### src/rtl/sha512_block_sequencer.sv
// Packs a byte stream big-endian into SHA-512 message blocks, appends the
// message padding and length, and sequences the hash core one block at a time.
module sha512_block_sequencer #(
   parameter int unsigned CNT_W = 32
) (
   input  logic              clk,
   input  logic              reset,
   input  logic [7:0]        msg_data,
   input  logic              msg_valid,
   input  logic              msg_last,
   output logic              msg_ready,
   output logic [1023:0]     core_block,
   output logic              core_start,
   output logic              core_first,
   input  logic              core_done,
   output logic              hash_valid,
   output logic              busy,
   output logic [CNT_W-1:0]  byte_count,
   output logic              len_ovf
);

   localparam int unsigned BLK_W    = 1024;
   localparam int unsigned BYTE_W   = 8;
   localparam int unsigned LEN_W    = 128;
   localparam int unsigned IDX_W    = 8;
   localparam int unsigned LAST_IDX = 127;
   localparam int unsigned LEN_IDX  = 111;

   typedef enum logic [2:0] {
      S_IDLE,
      S_FILL,
      S_PAD,
      S_LEN,
      S_ISSUE,
      S_WAIT,
      S_FINISH
   } state_t;

   state_t                r_state;
   state_t                w_state_nxt;

   logic [BLK_W-1:0]      r_block;
   logic [IDX_W-1:0]      r_index;
   logic [CNT_W-1:0]      r_byte_count;
   logic                  r_len_ovf;
   logic                  r_first_pending;
   logic                  r_owe_80;
   logic                  r_final;
   logic                  r_pad_next;
   logic                  r_len_next;

   logic                  r_msg_ready;
   logic                  r_core_start;
   logic                  r_core_first;
   logic                  r_hash_valid;
   logic                  r_busy;

   logic                  w_msg_ready_nxt;
   logic                  w_core_start_nxt;
   logic                  w_core_first_nxt;
   logic                  w_hash_valid_nxt;
   logic                  w_busy_nxt;

   logic                  w_accept_st;
   logic                  w_xfer;
   logic                  w_shift;
   logic [BYTE_W-1:0]     w_byte;
   logic [LEN_W-1:0]      w_bit_len;
   logic                  w_at_last;
   logic                  w_at_len;
   logic                  w_enter_issue;

   assign w_accept_st   = (r_state == S_IDLE) || (r_state == S_FILL);
   assign w_xfer        = msg_valid & r_msg_ready & w_accept_st;
   assign w_shift       = w_xfer | (r_state == S_PAD);
   assign w_byte        = (r_state == S_PAD) ? (r_owe_80 ? 8'h80 : 8'h00) : msg_data;
   assign w_bit_len     = LEN_W'(r_byte_count) << 3;
   assign w_at_last     = (r_index == IDX_W'(LAST_IDX));
   assign w_at_len      = (r_index == IDX_W'(LEN_IDX));
   assign w_enter_issue = (w_state_nxt == S_ISSUE) && (r_state != S_ISSUE);

   // State register
   always_ff @(posedge clk or posedge reset) begin
      if (reset) begin
         r_state <= S_IDLE;
      end else begin
         r_state <= w_state_nxt;
      end
   end

   // Next-state logic
   always_comb begin
      w_state_nxt = r_state;
      case (r_state)
         S_IDLE: begin
            if (w_xfer) begin
               w_state_nxt = msg_last ? S_PAD : S_FILL;
            end
         end
         S_FILL: begin
            if (w_xfer) begin
               if (w_at_last) begin
                  w_state_nxt = S_ISSUE;
               end else if (msg_last) begin
                  w_state_nxt = S_PAD;
               end
            end
         end
         // Padding that started at index >= 112 runs to the block end instead
         S_PAD: begin
            if (w_at_last) begin
               w_state_nxt = S_ISSUE;
            end else if (w_at_len) begin
               w_state_nxt = S_LEN;
            end
         end
         S_LEN:   w_state_nxt = S_ISSUE;
         S_ISSUE: w_state_nxt = S_WAIT;
         S_WAIT: begin
            if (core_done) begin
               if (r_final) begin
                  w_state_nxt = S_FINISH;
               end else if (r_pad_next || r_len_next) begin
                  w_state_nxt = S_PAD;
               end else begin
                  w_state_nxt = S_FILL;
               end
            end
         end
         S_FINISH: w_state_nxt = S_IDLE;
         default:  w_state_nxt = S_IDLE;
      endcase
   end

   // Output decode from the upcoming state so every output is a flop
   always_comb begin
      w_msg_ready_nxt  = 1'b0;
      w_core_start_nxt = 1'b0;
      w_core_first_nxt = 1'b0;
      w_hash_valid_nxt = 1'b0;
      w_busy_nxt       = 1'b1;
      case (w_state_nxt)
         S_IDLE: begin
            w_msg_ready_nxt = 1'b1;
            w_busy_nxt      = 1'b0;
         end
         S_FILL:   w_msg_ready_nxt = 1'b1;
         S_ISSUE: begin
            w_core_start_nxt = 1'b1;
            w_core_first_nxt = r_first_pending;
         end
         S_FINISH: w_hash_valid_nxt = 1'b1;
         default:  w_busy_nxt = 1'b1;
      endcase
   end

   always_ff @(posedge clk or posedge reset) begin
      if (reset) begin
         r_msg_ready  <= 1'b0;
         r_core_start <= 1'b0;
         r_core_first <= 1'b0;
         r_hash_valid <= 1'b0;
         r_busy       <= 1'b0;
      end else begin
         r_msg_ready  <= w_msg_ready_nxt;
         r_core_start <= w_core_start_nxt;
         r_core_first <= w_core_first_nxt;
         r_hash_valid <= w_hash_valid_nxt;
         r_busy       <= w_busy_nxt;
      end
   end

   // Block assembly, index and pad bookkeeping
   always_ff @(posedge clk or posedge reset) begin
      if (reset) begin
         r_block         <= '0;
         r_index         <= '0;
         r_owe_80        <= 1'b0;
         r_final         <= 1'b0;
         r_pad_next      <= 1'b0;
         r_len_next      <= 1'b0;
         r_first_pending <= 1'b0;
      end else begin
         if (w_shift) begin
            r_block <= {r_block[BLK_W-BYTE_W-1:0], w_byte};
            r_index <= r_index + IDX_W'(1);
         end else if (r_state == S_LEN) begin
            r_block <= {r_block[BLK_W-LEN_W-1:0], w_bit_len};
         end else if (r_state == S_ISSUE) begin
            r_index <= '0;
         end

         if (r_state == S_PAD) begin
            r_owe_80 <= 1'b0;
         end else if (w_xfer && (w_state_nxt == S_PAD)) begin
            r_owe_80 <= 1'b1;
         end else if ((r_state == S_WAIT) && (w_state_nxt == S_PAD)) begin
            r_owe_80 <= r_pad_next;
         end

         if (w_enter_issue) begin
            r_final    <= (r_state == S_LEN);
            r_pad_next <= (r_state == S_FILL) && msg_last;
            r_len_next <= (r_state == S_PAD);
         end

         if (w_xfer && (r_state == S_IDLE)) begin
            r_first_pending <= 1'b1;
         end else if (r_state == S_ISSUE) begin
            r_first_pending <= 1'b0;
         end
      end
   end

   // Message byte counter, saturating with a sticky overflow flag
   always_ff @(posedge clk or posedge reset) begin
      if (reset) begin
         r_byte_count <= '0;
         r_len_ovf    <= 1'b0;
      end else if (w_xfer) begin
         if (r_state == S_IDLE) begin
            r_byte_count <= CNT_W'(1);
            r_len_ovf    <= 1'b0;
         end else if (&r_byte_count) begin
            r_len_ovf    <= 1'b1;
         end else begin
            r_byte_count <= r_byte_count + CNT_W'(1);
         end
      end
   end

   assign msg_ready  = r_msg_ready;
   assign core_block = r_block;
   assign core_start = r_core_start;
   assign core_first = r_core_first;
   assign hash_valid = r_hash_valid;
   assign busy       = r_busy;
   assign byte_count = r_byte_count;
   assign len_ovf    = r_len_ovf;

endmodule
### config.mk
export PLATFORM = sky130hd
export DESIGN_NAME = sha512_block_sequencer
export DESIGN_NICKNAME = d
export VERILOG_FILES = /design/src/rtl/sha512_block_sequencer.sv
export SDC_FILE = /design/constraint.sdc
export NUM_CORES = 2
export LEC_CHECK = 0
export CORE_AREA = 2 2 422 424
export DETAILED_ROUTE_END_ITERATION = 10
export DIE_AREA = 0 0 424 426
export SYNTH_ARGS = -nofsm -noshare
export SYNTH_HDL_FRONTEND = slang
export SYNTH_SLANG_ARGS = --single-unit
### constraint.sdc
create_clock -name clk -period 32.8 [get_ports clk]
set_input_delay 4.92 -clock clk [delete_from_list [all_inputs] [get_ports clk]]
set_output_delay 4.92 -clock clk [all_outputs]
set_load 0.01 [all_outputs]
==> flow_summary.ini <==
[floorplanning]
core_area_mm2 = 0.176
dieWidth_um = 424
die_height_um = 426
die-area_mm2 = 0.181
ios = 1075
num_rows = 154
initial_core_util_pct = 27.0

[sta]
grt_setup_unrepaired = no
whs_ns = 0.495
slew_viol_final = 0
final.min_clock_period_ns = 9.65
hold_viol = 0
finalSetupViolCount = 0
relSlewSlack_pct = 16.0
min_period_over_period_pct = 29.4
fmax_mhz = 104
layout_setup_ws_ns = 23.15
skew_ns = 0.0340
worst_pin_slew_ns = 1.26
setup_tns_ns = 0

[cts]
cts_tree = built
cts.sinks = 1078
clkLatencyLatePin_ns = 0.78
hold_buffers = 0
clk_path_buf_depth = 3
cts_resized = 0
cts_setup_buffers = 0
clkTransAtPathRegs_ns = 0.06
ctsRootBufferMaster = clkbuf_16
cts_made_buffers = 131
cts_max_level = 4

[critical_path]
end_kind = register
cp.arrival_ns = 10.34
crit_type = in2reg
crit_top_cell = buf_4
crit_chain = clkdlybuf4s50_1 > nand3b_1 > a21oi_4 > buf_12 > buf_4 > buf_4 > buf_4 > buf_4 > nand2_1 > a31oi_1
worstSetupStartpointType = input port
crit_buf_inv = 6
crit_family = buffers and inverters
worstPathMaxFanout = 212
crit_required_ns = 33.49
slowest_delay_ns = 0.90
crit_slowest_cell = buf_4

[synthesis]
synthesis.nets = 5592
synth-seq-area-share_pct = 57.0
yosysWarnings = 0
ys_async_sr_fraction_pct = 100
synth_edf_count = 0
syn_area_mm2 = 0.0474
syn_inst = 5577
avgSynthCellArea_um2 = 8.49
yosys.cell_types.count = 53
synth_seq_cells = 1078
synth-main-ff-cell = dfrtp_1

[finish]
final_area_mm2 = 0.0643
drive_gt1_share_pct = 4.13
finish.utilization_pct = 36.6
synthToLayoutAreaGrowth_pct = 35.8
fin_cells = 8835
fin_nets = 6412

[placed_design]
placed_cells = 8604
gp_congestion = 0.927
hpwl_mm = 177
portBuffers = 1074
placed_area_mm2 = 0.0599
pre_cts_ws_ns = 22.32

[route]
drt.antenna.violating_nets = 0
wl_per_cell_um = 27.2
firstDrtPassIters = 8
via_per_inst = 5.16
vias = 45600
drc_errors = 0
wirelength_mm = 240
drt_iter0_drc = 4710

[global_route]
grt_max_degree = 272
grt_pass1_vias = 42400
overflow = 0
grt_pass1_wl_mm = 336
antenna_found_initial = 4
gr-usage-all-layers_pct = 25.6

[outcome]
status = complete, no violations

[power]
power.leakage_nw = 28.9
powerDensity_mw_per_mm2 = 44.5
vdd_drop_max_mv = 0.0452
power_mw = 2.86

[worst_hold_path]
min_path_type = reg2reg

[job]
cap_violations = 0
==> sequential cells by signal, indices dropped and copies added, names as in the netlist <==
register         cells
busy                 1
byte_count          32
core_block        1024
core_first           1
core_start           1
hash_valid           1
len_ovf              1
msg_ready            1
r_final              1
r_first_pending      1
r_index              8
r_len_next           1
r_owe_80             1
r_pad_next           1
r_state              3
==> final timing paths <==
check / from / endpoint / slack, ns / depth (start not counted)
max: msg_valid / core_block[865]$_DFFE_PP0P_ / 23.15 / 10
min: r_first_pending$_DFFE_PP0P_ / core_first$_DFF_PP0_ / 0.49 / 2
max reg2reg: r_state[1]$_DFF_PP0_ / core_block[865]$_DFFE_PP0P_ / 27.14 / 9
min reg2reg: r_first_pending$_DFFE_PP0P_ / core_first$_DFF_PP0_ / 0.49 / 2
max in group asynchronous: reset / core_block[703]$_DFFE_PP0P_ / 23.36 / 8
min in group asynchronous: reset / core_block[262]$_DFFE_PP0P_ / 4.77 / 3
==> power breakdown <==
part / total, mW / switching (mW) / internal (mW)
Combinational: 0.0306 / 0.0277 / 0.00281
Sequential: 1.33 / 0 / 1.33
Clock: 1.50 / 0.623 / 0.876
Total: 2.86 / 0.651 / 2.21
==> Yosys cell counts, types with 2 or more instances <==
cell | count | area (um2)
a22o_1 | 94 | 823
ha_1 | 2 | 25.0
a22oi_1 | 3 | 22.5
buf_1 | 36 | 135
a21oi_1 | 24 | 120
nand3_1 | 11 | 55.1
or3_1 | 14 | 87.6
nor2_1 | 956 | 3590
mux2i_1 | 10 | 100
and4_1 | 8 | 70.1
nand3b_1 | 2 | 15.0
nand4_1 | 17 | 106
nand4b_1 | 2 | 17.5
o31ai_1 | 4 | 30.0
o2111ai_1 | 2 | 17.5
xnor2_1 | 8 | 70.1
a31oi_1 | 924 | 5780
a21o_1 | 3 | 22.5
nor4_1 | 3 | 18.8
and3_1 | 4 | 25.0
o21ai_0 | 26 | 130
inv_1 | 11 | 41.3
a211oi_1 | 5 | 37.5
and2_1 | 4 | 25.0
o211ai_1 | 3 | 22.5
dfrtp_1 | 1078 | 27000
clkbuf_1 | 339 | 1270
nand2_1 | 1882 | 7060
buf_2 | 70 | 350
xor2_1 | 9 | 78.8
==> per-layer routing <==
metal | global-route usage [%] | up-vias | share of wire, % | wire length [um]
met4 | 10.6 | 4 | 4.5 | 10900
met3 | 5.39 | 380 | 6.8 | 16400
met1 | 31.8 | 22700 | 40 | 95400
li1 | - | 20500 | - | -
met2 | 43.2 | 1962 | 49 | 118000
met5 | 0 | - | 0.0087 | 21
==> kinds of logic (layout without fill, tap and decap cells) <==
| kind of cell | after synthesis | after routing | synth area share (%) |
|---|---|---|---|
| buffers and inverters | 457 | 1372 | 3.81 |
| XOR/XNOR | 17 | 17 | 0.314 |
| other | 0 | 3 | 0 |
| flip-flops | 1078 | 1078 | 57.0 |
| AND/OR/NAND/NOR | 2917 | 2917 | 23.7 |
| AO/OA/AOI/OAI | 1096 | 1096 | 15.0 |
| adder cells (fa/ha/maj) | 2 | 2 | 0.0528 |
| multiplexers | 10 | 10 | 0.211 |
==> cell type report <==
type / count / area (um2)
Multi-Input combinational cell: 4042 / 18600
Fill cell: 18100 / 111000
Clock inverter: 34 / 542
Tap cell: 2340 / 2930
Sequential cell: 1078 / 27000
Antenna cell: 3 / 7.51
Inverter: 11 / 45.0
Clock buffer: 194 / 3860
Timing Repair Buffer: 1133 / 11300
==> cells in the final DEF (no fill, tap or decap), types with 9 or more instances in the layout <==
cell,n
a21oi_1,23
a22o_1,94
a31oi_1,924
buf_12,11
buf_4,48
clkbuf_1,30
clkbuf_16,132
clkbuf_8,32
clkdlybuf4s50_1,1074
dfrtp_1,1078
inv_1,10
mux2i_1,10
nand2_1,1882
nand3_1,11
nand4_1,17
nor2_1,955
o21ai_0,26
or3_1,14
xor2_1,9
==> worst min-delay path, delay by kind of cell, from the launching register on <==
kind | cells | cell delay, ns
AND/OR/NAND/NOR | 1 | 0.09
buffers and inverters | 1 | 0.05
flip-flops | 1 | 0.32
(Power assumes the default switching activity.)
